**config.mk**
```make
export PLATFORM = sky130hd
export DESIGN_NAME = jtdsp16_rom_ctrl_flat
export DESIGN_NICKNAME = d
export VERILOG_FILES = /design/src/rtl/jtdsp16_pkg.sv /design/src/rtl/jtdsp16_rom_ctrl_if.sv /design/src/rtl/jtdsp16_rom_tag.sv /design/src/rtl/jtdsp16_rom_ctrl.sv /design/src/flat_wrapper.sv
export SDC_FILE = /design/constraint.sdc
export NUM_CORES = 1
export LEC_CHECK = 0
export ABC_AREA = 1
export CAP_MARGIN = 10
export CORE_MARGIN = 1
export CORE_UTILIZATION = 49
export DETAILED_ROUTE_END_ITERATION = 12
export DONT_BUFFER_PORTS = 1
export PLACE_DENSITY = 0.61
export SYNTH_ARGS = -nofsm -noshare
export SYNTH_HDL_FRONTEND = slang
export SYNTH_HIERARCHICAL = 1
export SYNTH_SLANG_ARGS = --single-unit
```
**constraint.sdc**
```tcl
create_clock -name clk -period 3.1 [get_ports clk]
set_input_delay 0.155 -clock clk [delete_from_list [all_inputs] [get_ports clk]]
set_output_delay 0.155 -clock clk [all_outputs]
set_load 0.005 [all_outputs]
```
**src/rtl/jtdsp16_pkg.sv**
```systemverilog
// jtdsp16_pkg: FSM encodings, address width, and the internal/external address test
package jtdsp16_pkg;
  localparam int INT_AW_DEF = 12;
  localparam int ADDR_W = 16;
  typedef logic [ADDR_W-1:0] addr_t;
  localparam logic [1:0] IDLE = 2'd0, PT_RQ = 2'd1, PC_RQ = 2'd2, GAP = 2'd3;
  function automatic logic is_ext(input addr_t a, input int aw);
    return (a >> aw) != '0;
  endfunction
endpackage

```
**src/rtl/jtdsp16_rom_ctrl_if.sv**
```systemverilog
// jtdsp16_rom_ctrl_if: external program-memory bus (level-held request, ok-qualified data)
interface jtdsp16_rom_ctrl_if;
  import jtdsp16_pkg::*;
  logic  ext_rq;
  addr_t ext_addr;
  logic [15:0] ext_data;
  logic  ext_ok;
  modport master(output ext_rq, ext_addr, input ext_data, ext_ok);
  modport slave(input ext_rq, ext_addr, output ext_data, ext_ok);
endinterface

```
**src/rtl/jtdsp16_rom_tag.sv**
```systemverilog
// jtdsp16_rom_tag: one-entry tag+data cache for a single requester
module jtdsp16_rom_tag
  import jtdsp16_pkg::*;
(
  input  logic        clk,
  input  logic        rst,
  input  logic        we,
  input  addr_t       wr_addr,
  input  logic [15:0] wr_data,
  input  addr_t       rd_addr,
  output logic        hit,
  output logic [15:0] rd_data
);
  logic vld_q, vld_d;
  addr_t tag_q, tag_d;
  logic [15:0] dat_q, dat_d;
  always_comb begin
    vld_d = vld_q | we;
    tag_d = we ? wr_addr : tag_q;
    dat_d = we ? wr_data : dat_q;
  end
  always_ff @(posedge clk)
    if (rst) begin
      vld_q <= 1'b0;
      tag_q <= '0;
      dat_q <= '0;
    end else begin
      vld_q <= vld_d;
      tag_q <= tag_d;
      dat_q <= dat_d;
    end
  assign hit = vld_q && tag_q == rd_addr;
  assign rd_data = dat_q;
endmodule

```
**src/rtl/jtdsp16_rom_ctrl.sv**
```systemverilog
// jtdsp16_rom_ctrl: serves PC/PT fetches above the internal ROM from external memory, stalling the DSP.
// Define JTDSP16_ROMCACHE_EN to add a one-entry cache per requester.
module jtdsp16_rom_ctrl
  import jtdsp16_pkg::*;
#(
  parameter int INT_AW = INT_AW_DEF,
  parameter int ROM_AW = 16
) (
  input  logic        clk,
  input  logic        rst,
  input  logic        cen,
  input  logic        prog_we,
  input  addr_t       pc_addr,
  input  logic        pc_rd,
  input  addr_t       pt,
  input  logic        pt_load,
  output logic        stall,
  output logic [15:0] pc_dout,
  output logic [15:0] pt_dout,
  jtdsp16_rom_ctrl_if.master ext
);
  localparam addr_t AMSK = ADDR_W'((17'd1 << ROM_AW) - 17'd1);
  logic [1:0] st_q, st_d;
  logic pend_q, pend_d;
  addr_t ext_addr_q, ext_addr_d, pend_addr_q, pend_addr_d;
  logic [15:0] pc_dout_q, pc_dout_d, pt_dout_q, pt_dout_d, pc_cdata, pt_cdata;
  logic pc_ext, pt_ext, pc_hit, pt_hit, pc_miss, pt_miss, cap_pc, cap_pt;
  assign pc_ext = cen && !prog_we && pc_rd && is_ext(pc_addr, INT_AW);
  assign pt_ext = cen && !prog_we && pt_load && is_ext(pt, INT_AW);
  assign pc_miss = st_q == IDLE && pc_ext && !pc_hit;
  assign pt_miss = st_q == IDLE && pt_ext && !pt_hit;
  assign cap_pc = st_q == PC_RQ && ext.ext_ok;
  assign cap_pt = st_q == PT_RQ && ext.ext_ok;
`ifdef JTDSP16_ROMCACHE_EN
  jtdsp16_rom_tag u_pc_tag (
    .clk(clk), .rst(rst), .we(cap_pc), .wr_addr(ext_addr_q), .wr_data(ext.ext_data),
    .rd_addr(pc_addr & AMSK), .hit(pc_hit), .rd_data(pc_cdata)
  );
  jtdsp16_rom_tag u_pt_tag (
    .clk(clk), .rst(rst), .we(cap_pt), .wr_addr(ext_addr_q), .wr_data(ext.ext_data),
    .rd_addr(pt & AMSK), .hit(pt_hit), .rd_data(pt_cdata)
  );
`else
  assign pc_hit = 1'b0;
  assign pt_hit = 1'b0;
  assign pc_cdata = pc_dout_q;
  assign pt_cdata = pt_dout_q;
`endif
  always_comb begin
    st_d = st_q;
    pend_d = pend_q;
    ext_addr_d = ext_addr_q;
    pend_addr_d = pend_addr_q;
    pc_dout_d = cap_pc ? ext.ext_data : pc_dout_q;
    pt_dout_d = cap_pt ? ext.ext_data : pt_dout_q;
    if (pt_miss || pc_miss) begin
      st_d = pt_miss ? PT_RQ : PC_RQ;
      ext_addr_d = (pt_miss ? pt : pc_addr) & AMSK;
      pend_d = pt_miss && pc_miss;
      pend_addr_d = pc_addr & AMSK;
    end else if (cap_pc || cap_pt) begin
      st_d = GAP;
    end else if (st_q == GAP) begin
      st_d = pend_q ? PC_RQ : IDLE;
      ext_addr_d = pend_q ? pend_addr_q : ext_addr_q;
      pend_d = 1'b0;
    end
  end
  always_ff @(posedge clk)
    if (rst) begin
      st_q <= IDLE;
      pend_q <= 1'b0;
      ext_addr_q <= '0;
      pend_addr_q <= '0;
      pc_dout_q <= '0;
      pt_dout_q <= '0;
    end else begin
      st_q <= st_d;
      pend_q <= pend_d;
      ext_addr_q <= ext_addr_d;
      pend_addr_q <= pend_addr_d;
      pc_dout_q <= pc_dout_d;
      pt_dout_q <= pt_dout_d;
    end
  // GAP keeps the DSP frozen only if the simultaneous PC miss is still owed
  assign stall = !rst && (st_q == IDLE ? (pt_miss || pc_miss) : st_q == GAP ? pend_q : 1'b1);
  assign ext.ext_rq = st_q == PT_RQ || st_q == PC_RQ;
  assign ext.ext_addr = ext_addr_q;
  assign pc_dout = (pc_ext && pc_hit) ? pc_cdata : pc_dout_q;
  assign pt_dout = (pt_ext && pt_hit) ? pt_cdata : pt_dout_q;
endmodule

```
**src/flat_wrapper.sv**
```systemverilog
// flat-port wrapper written by rule: the top's interface ports become plain ports
module jtdsp16_rom_ctrl_flat import jtdsp16_pkg::*;
#(
  parameter int INT_AW = INT_AW_DEF,
  parameter int ROM_AW = 16
)
  (clk, rst, cen, prog_we, pc_addr, pc_rd, pt, pt_load, stall, pc_dout, pt_dout, ext_ext_rq, ext_ext_addr, ext_ext_data, ext_ext_ok);
  jtdsp16_rom_ctrl_if ext_i ();
  input  logic clk;
  input  logic rst;
  input  logic cen;
  input  logic prog_we;
  input  addr_t pc_addr;
  input  logic pc_rd;
  input  addr_t pt;
  input  logic pt_load;
  output logic stall;
  output logic [15:0] pc_dout;
  output logic [15:0] pt_dout;
  output wire logic [$bits(ext_i.ext_rq)-1:0] ext_ext_rq;
  output wire logic [$bits(ext_i.ext_addr)-1:0] ext_ext_addr;
  input wire logic [$bits(ext_i.ext_data)-1:0] ext_ext_data;
  input wire logic [$bits(ext_i.ext_ok)-1:0] ext_ext_ok;
  assign ext_ext_rq = ext_i.ext_rq;
  assign ext_ext_addr = ext_i.ext_addr;
  assign ext_i.ext_data = ext_ext_data;
  assign ext_i.ext_ok = ext_ext_ok;
  jtdsp16_rom_ctrl #(.INT_AW(INT_AW), .ROM_AW(ROM_AW)) u_core (.clk(clk), .rst(rst), .cen(cen), .prog_we(prog_we), .pc_addr(pc_addr), .pc_rd(pc_rd), .pt(pt), .pt_load(pt_load), .stall(stall), .pc_dout(pc_dout), .pt_dout(pt_dout), .ext(ext_i));
endmodule
```
==> results of run 1 <==
[cells by family (layout without fill, tap and decap cells)]
kind of cell / Yosys count / count (layout) / share of synthesized area (%)
simple gates: 251 / 251 / 35.53
compound gates: 53 / 53 / 9.204
fa+ha+maj: 4 / 4 / 1.666
flops: 67 / 67 / 44.65
buf+inv: 61 / 89 / 8.954
[sequential cells by signal, summed over array words and instances, names as in the netlist]
signal / flops
u_core/pend_q: 1
u_core/pc_dout: 16
u_core/pend_addr_q: 16
u_core/ext.ext_addr: 16
u_core/pt_dout: 16
u_core/st_q: 2
[timing repair]
action | CTS | global route
hold endpoints to repair | 47 | 0
hold buffers | 33 | 0
setup buffers | 0 | 0
[worst reg2reg max path, cell delays in order (launching register included)]
cell	delay, ns
dfxtp_1	0.33
inv_1	0.10
ha_1	0.25
nand2_1	0.12
nor2_4	0.31
nand2_4	0.26
nand2_4	0.33
inv_2	0.19
nand2_1	0.11
a21oi_1	0.06
dlygate4sd3_1	0.59
[worst paths after layout]
kind	end	start	cells past startpoint
min	u_core/pc_dout[0]$_SDFFE_PP0P_	ext_ext_data[0]	2
min reg2reg	u_core/pend_addr_q[9]$_SDFFE_PP0N_	u_core/pend_addr_q[9]$_SDFFE_PP0N_	2
max reg2reg	u_core/pend_addr_q[7]$_SDFFE_PP0N_	u_core/st_q[1]$_SDFFE_PP0P_	10
max	u_core/pend_addr_q[7]$_SDFFE_PP0N_	u_core/st_q[1]$_SDFFE_PP0P_	10
[power breakdown]
group	switching, mW	internal, mW	leakage [nW]
clock network	0.305	0.324	0.0843
registers	0.0735	0.973	0.544
logic	0.300	0.181	0.978
total	0.679	1.48	1.61
[synth_stat cells]
| cell type | instances |
|---|---|
| a21oi_1 | 19 |
| buf_2 | 5 |
| buf_4 | 1 |
| buf_6 | 4 |
| clkbuf_1 | 12 |
| dfxtp_1 | 67 |
| ha_1 | 4 |
| inv_1 | 38 |
| inv_2 | 1 |
| nand2_1 | 99 |
| nand2_2 | 2 |
| nand2_4 | 3 |
| nand3_1 | 25 |
| nand3b_1 | 12 |
| nor2_1 | 107 |
| nor2_4 | 2 |
| nor3_2 | 1 |
| o211ai_2 | 1 |
| o21ai_0 | 32 |
| o311ai_1 | 1 |
[final cells by class]
cell class	count	area, sq um	area share [%]
Clock inverter	2	12.51	0.3579
Timing Repair Buffer	36	352.8	10.09
Sequential cell	67	1341	38.37
Inverter	39	146.4	4.188
Multi-Input combinational cell	308	1394	39.87
Tap cell	75	93.84	2.684
Clock buffer	12	155.1	4.438
[layer usage]
metal / wire length [microns] / global-route usage [%] / share of wire (%) / up-vias
li1: - / - / - / 1400
met1: 3312 / 26.60 / 47 / 1183
met2: 3166 / 39.66 / 45 / 88
met3: 560 / 7.273 / 7.9 / 6
met4: 73 / 8.036 / 1.0 / 0
met5: 0 / 0 / 0 / -
==> results_dict.tcl, run 1 <==
set metrics [dict create \
    pwr_density_cell_nw_per_um2 616.7 \
    maxCapViolations 0 \
    r2r_slack_ns 0.35 \
    num_vias 2677 \
    place_area_sq_um 2998 \
    final_common_cell "nor2_1" \
    synth_seq_cells 67 \
    worst_pin_slew_ns 0.9179 \
    synth_nets 495 \
    core_area_sq_um 5921 \
    hold_slack_ns 0.01479 \
    antenna_found_initial 0 \
    rsz0062_at_grt "no" \
    cts_resized 0 \
    synth_top_area_share_pct 44.65 \
    postLayoutCoreUtil_pct 59.04 \
    synth_cells 436 \
    cts.clk_slew.worst_paths_ns 0.07 \
    postLayoutCellArea_sq_um 3496 \
    drt_iter0_markers 61 \
    critPathSlowestCell "dlygate4sd3_1" \
    setup_viol 0 \
    numCtsBuffers 9 \
    arrival_ns 2.98 \
    cts_sinks 67 \
    finalPower_mw 2.156 \
    cts_tree "yes" \
    period_needed_ns 2.753 \
    setup_ws_ns 0.3471 \
    gr-usage-all-layers_pct 22.98 \
    gp_congestion 0.7164 \
    port_buffers 0 \
    wl_per_cell_microns 13.20 \
    stdcell_count 539 \
    cp_num_buf_inv 3 \
    htree_levels 3 \
    peakVddDrop_uv 319.7 \
    hold_viol_final 0 \
    p_leak_nw 1.607 \
    finalSetupTns_ns 0 \
    start_util_pct 50.74 \
    worstPathMaxFanout 30 \
    io_pins 105 \
    critPathRequiredTime_ns 3.33 \
    post-place-cells 492 \
    crit_path_cell_trace "inv_1 > ha_1 > nand2_1 > nor2_4 > nand2_4 > nand2_4 > inv_2 > nand2_1 > a21oi_1 > dlygate4sd3_1" \
    syn_to_final_growth_pct 16.37 \
    synth_top_cell_by_area "dfxtp_1" \
    wirelength_microns 7113 \
    cts_root_buf "clkbuf_8" \
    die_x_microns 80.30 \
    slew_viol_final 0 \
    max-slew-margin-rel_pct 38.74 \
    cp-start-kind "flop" \
    clock_skew_ns 0.008936 \
    route.detailed.drc 0 \
    overflow 0 \
    critPathTopFamily "simple AND/OR/NAND/NOR gates" \
    min_path_type "in -> reg" \
    synthesis.area_sq_um 3004 \
    grt_pass1_wl_microns 11300 \
    firstDrtPassIters 4 \
    drive_gt1_share_pct 5.603 \
    fp.dieH_microns 80.30 \
    rows 28 \
    avgSynthCellArea_sq_um 6.890 \
    max_stage_delay_ns 0.59 \
    fmax_mhz 363.3 \
    post-place-ws_ns 0.7665 \
    grt_pass1_vias 2473 \
    min_period_over_period_pct 88.80 \
    synth-seq-area-share_pct 44.65 \
    dieArea_sq_um 6448 \
    viasPerCell 4.967 \
    design.final.nets 520 \
    layout_common_cells "nor2_1 (107), nand2_1 (99), dfxtp_1 (67), inv_1 (38), dlygate4sd3_1 (33)" \
    ys_types 20 \
    fillCellCount 596 \
    grt_max_degree 34 \
    run_status "completed" \
    cts_buffer_depth 2 \
    clock_latency_ns 0.33 \
    dp_hpwl_microns 4665 \
    endpoint_kind "flop" \
    yosysWarnings 6 \
    ant_nets 0 \
    ys_top_cells_by_area "dfxtp_1 (45%), nor2_1 (13%), nand2_1 (12%)" \
    n_antenna_cell 0 \
    path_class "reg -> reg" \
]
No activity file was read; power rests on OpenSTA's default activity.
==> run 2: changes to the inputs <==
--- a/config.mk
+++ b/config.mk
@@ -8,10 +8,10 @@
 export ABC_AREA = 1
 export CAP_MARGIN = 10
 export CORE_MARGIN = 1
-export CORE_UTILIZATION = 49
+export CORE_UTILIZATION = 65
 export DETAILED_ROUTE_END_ITERATION = 12
 export DONT_BUFFER_PORTS = 1
-export PLACE_DENSITY = 0.61
+export PLACE_DENSITY = 0.78
 export SYNTH_ARGS = -nofsm -noshare
 export SYNTH_HDL_FRONTEND = slang
 export SYNTH_HIERARCHICAL = 1
==> run 2 against run 1 <==
Against the previous run: non-clock buffer count down 3; critical endpoint is now u_core/pend_addr_q[2]$_SDFFE_PP0N_; sequential share of layout area rose by 0.64 points; highest routed layer unchanged; critical path depth did not move; die area is 24% lower; setup slack worse by 0.044 ns; clock power decreased by 1%.
==> results_dict.tcl, run 2 (synthesized netlist as in run 1, its figures left out) <==
set metrics [dict create \
    run_status "completed" \
    min_period_over_period_pct 90.23 \
    io_pins 105 \
    crit_path_cell_trace "inv_1 > ha_1 > nand2_1 > nor2_4 > nand2_4 > nand2_4 > inv_2 > nand2_1 > a21oi_1 > dlygate4sd3_1" \
    cts_tree "yes" \
    worst_pin_slew_ns 0.7409 \
    ctsHoldBuffers 30 \
    fmax_mhz 357.5 \
    postLayoutCoreUtil_pct 78.42 \
    cts_sinks 67 \
    ant_nets 0 \
    cts_buffer_depth 2 \
    clock_skew_ns 0.008220 \
    gp_congestion 0.8325 \
    fp.dieH_microns 69.99 \
    post-place-cells 469 \
    hold_viol_final 0 \
    maxCapViolations 0 \
    max-slew-margin-rel_pct 50.45 \
    htree_levels 3 \
    grt_pass1_wl_microns 12250 \
    wl_per_cell_microns 14.33 \
    cts.clk_slew.worst_paths_ns 0.07 \
    rsz0062_at_grt "no" \
    fillCellCount 327 \
    core_area_sq_um 4384 \
    max_stage_delay_ns 0.59 \
    period_needed_ns 2.797 \
    postLayoutCellArea_sq_um 3438 \
    arrival_ns 3.02 \
    port_buffers 0 \
    multi_input_area_sq_um 1394 \
    layout_common_cells "nor2_1 (107), nand2_1 (99), dfxtp_1 (67), inv_1 (38), o21ai_0 (32)" \
    clock_latency_ns 0.33 \
    postCtsSetupBuffers 0 \
    place_area_sq_um 2969 \
    numCtsBuffers 9 \
    finalPower_mw 2.158 \
    pwr_density_cell_nw_per_um2 627.7 \
    drt_iter0_markers 208 \
    endpoint_kind "flop" \
    grt_pass1_vias 2583 \
    viasPerCell 5.355 \
    p_leak_nw 1.601 \
    die_x_microns 69.99 \
    rows 24 \
    gr-usage-all-layers_pct 31.31 \
    peakVddDrop_uv 510.4 \
    drive_gt1_share_pct 6.048 \
    design.final.nets 517 \
    route.detailed.drc 0 \
    grt_max_degree 33 \
    cp-start-kind "flop" \
    syn_to_final_growth_pct 14.45 \
    setup_viol 0 \
    setup_ws_ns 0.3028 \
    firstDrtPassIters 5 \
    wirelength_microns 7378 \
    slew_viol_final 0 \
    overflow 0 \
    post-place-ws_ns 0.7838 \
    dp_hpwl_microns 4776 \
    cts_root_buf "clkbuf_8" \
    hold_slack_ns 0.005601 \
    path_class "reg -> reg" \
    final_common_cell "nor2_1" \
    dieArea_sq_um 4898 \
    n_antenna_cell 0 \
    finalSetupTns_ns 0 \
    min_path_type "in -> reg" \
    worstPathMaxFanout 30 \
    antenna_found_initial 0 \
    num_vias 2758 \
    area.sequential_sq_um 1341 \
    cts_resized 0 \
    start_util_pct 68.52 \
    stdcell_count 515 \
    critPathSlowestCell "dlygate4sd3_1" \
    critPathRequiredTime_ns 3.32 \
]
-- run 2: worst paths after layout --
path                                 startpoint                            endpoint  slack [ns]  cells after the start
min reg2reg  u_core/pend_addr_q[6]$_SDFFE_PP0N_  u_core/pend_addr_q[6]$_SDFFE_PP0N_        0.47                      2
max                 u_core/st_q[0]$_SDFFE_PP0P_  u_core/pend_addr_q[2]$_SDFFE_PP0N_        0.30                     10
min                            ext_ext_data[14]     u_core/pc_dout[14]$_SDFFE_PP0P_       0.006                      2
max reg2reg         u_core/st_q[0]$_SDFFE_PP0P_  u_core/pend_addr_q[2]$_SDFFE_PP0N_        0.30                     10
-- run 2: metal layers --
metal	part of all wire, %	track usage [%]	routed length (microns)	vias up
met2	46	47.12	3415	110
met1	45	43.55	3306	1241
met5	0	0	0	-
met3	7.5	7.359	550	9
li1	-	-	-	1398
met4	1.4	12.00	106	0
-- run 2: critical path: cells and delay by family, from the launching register on --
kind / cells / cell delay (ns)
adder cells (fa/ha/maj): 1 / 0.26
AND/OR/NAND/NOR: 5 / 1.16
buffers and inverters: 3 / 0.87
flip-flops: 1 / 0.34
AO/OA/AOI/OAI: 1 / 0.06
-- run 2: cell type report --
cell class / instances / share of cell area (%)
Clock buffer: 10 / 3.712
Clock inverter: 6 / 1.201
Inverter: 39 / 4.258
Multi-Input combinational cell: 308 / 40.54
Sequential cell: 67 / 39.01
Tap cell: 52 / 1.892
Timing Repair Buffer: 33 / 9.389
-- run 2: where the power goes --
part	switching [mW]	total, mW	internal, mW
sequential	0.0765	1.05	0.972
combinational	0.310	0.487	0.177
clock	0.331	0.623	0.292
total	0.717	2.16	1.44
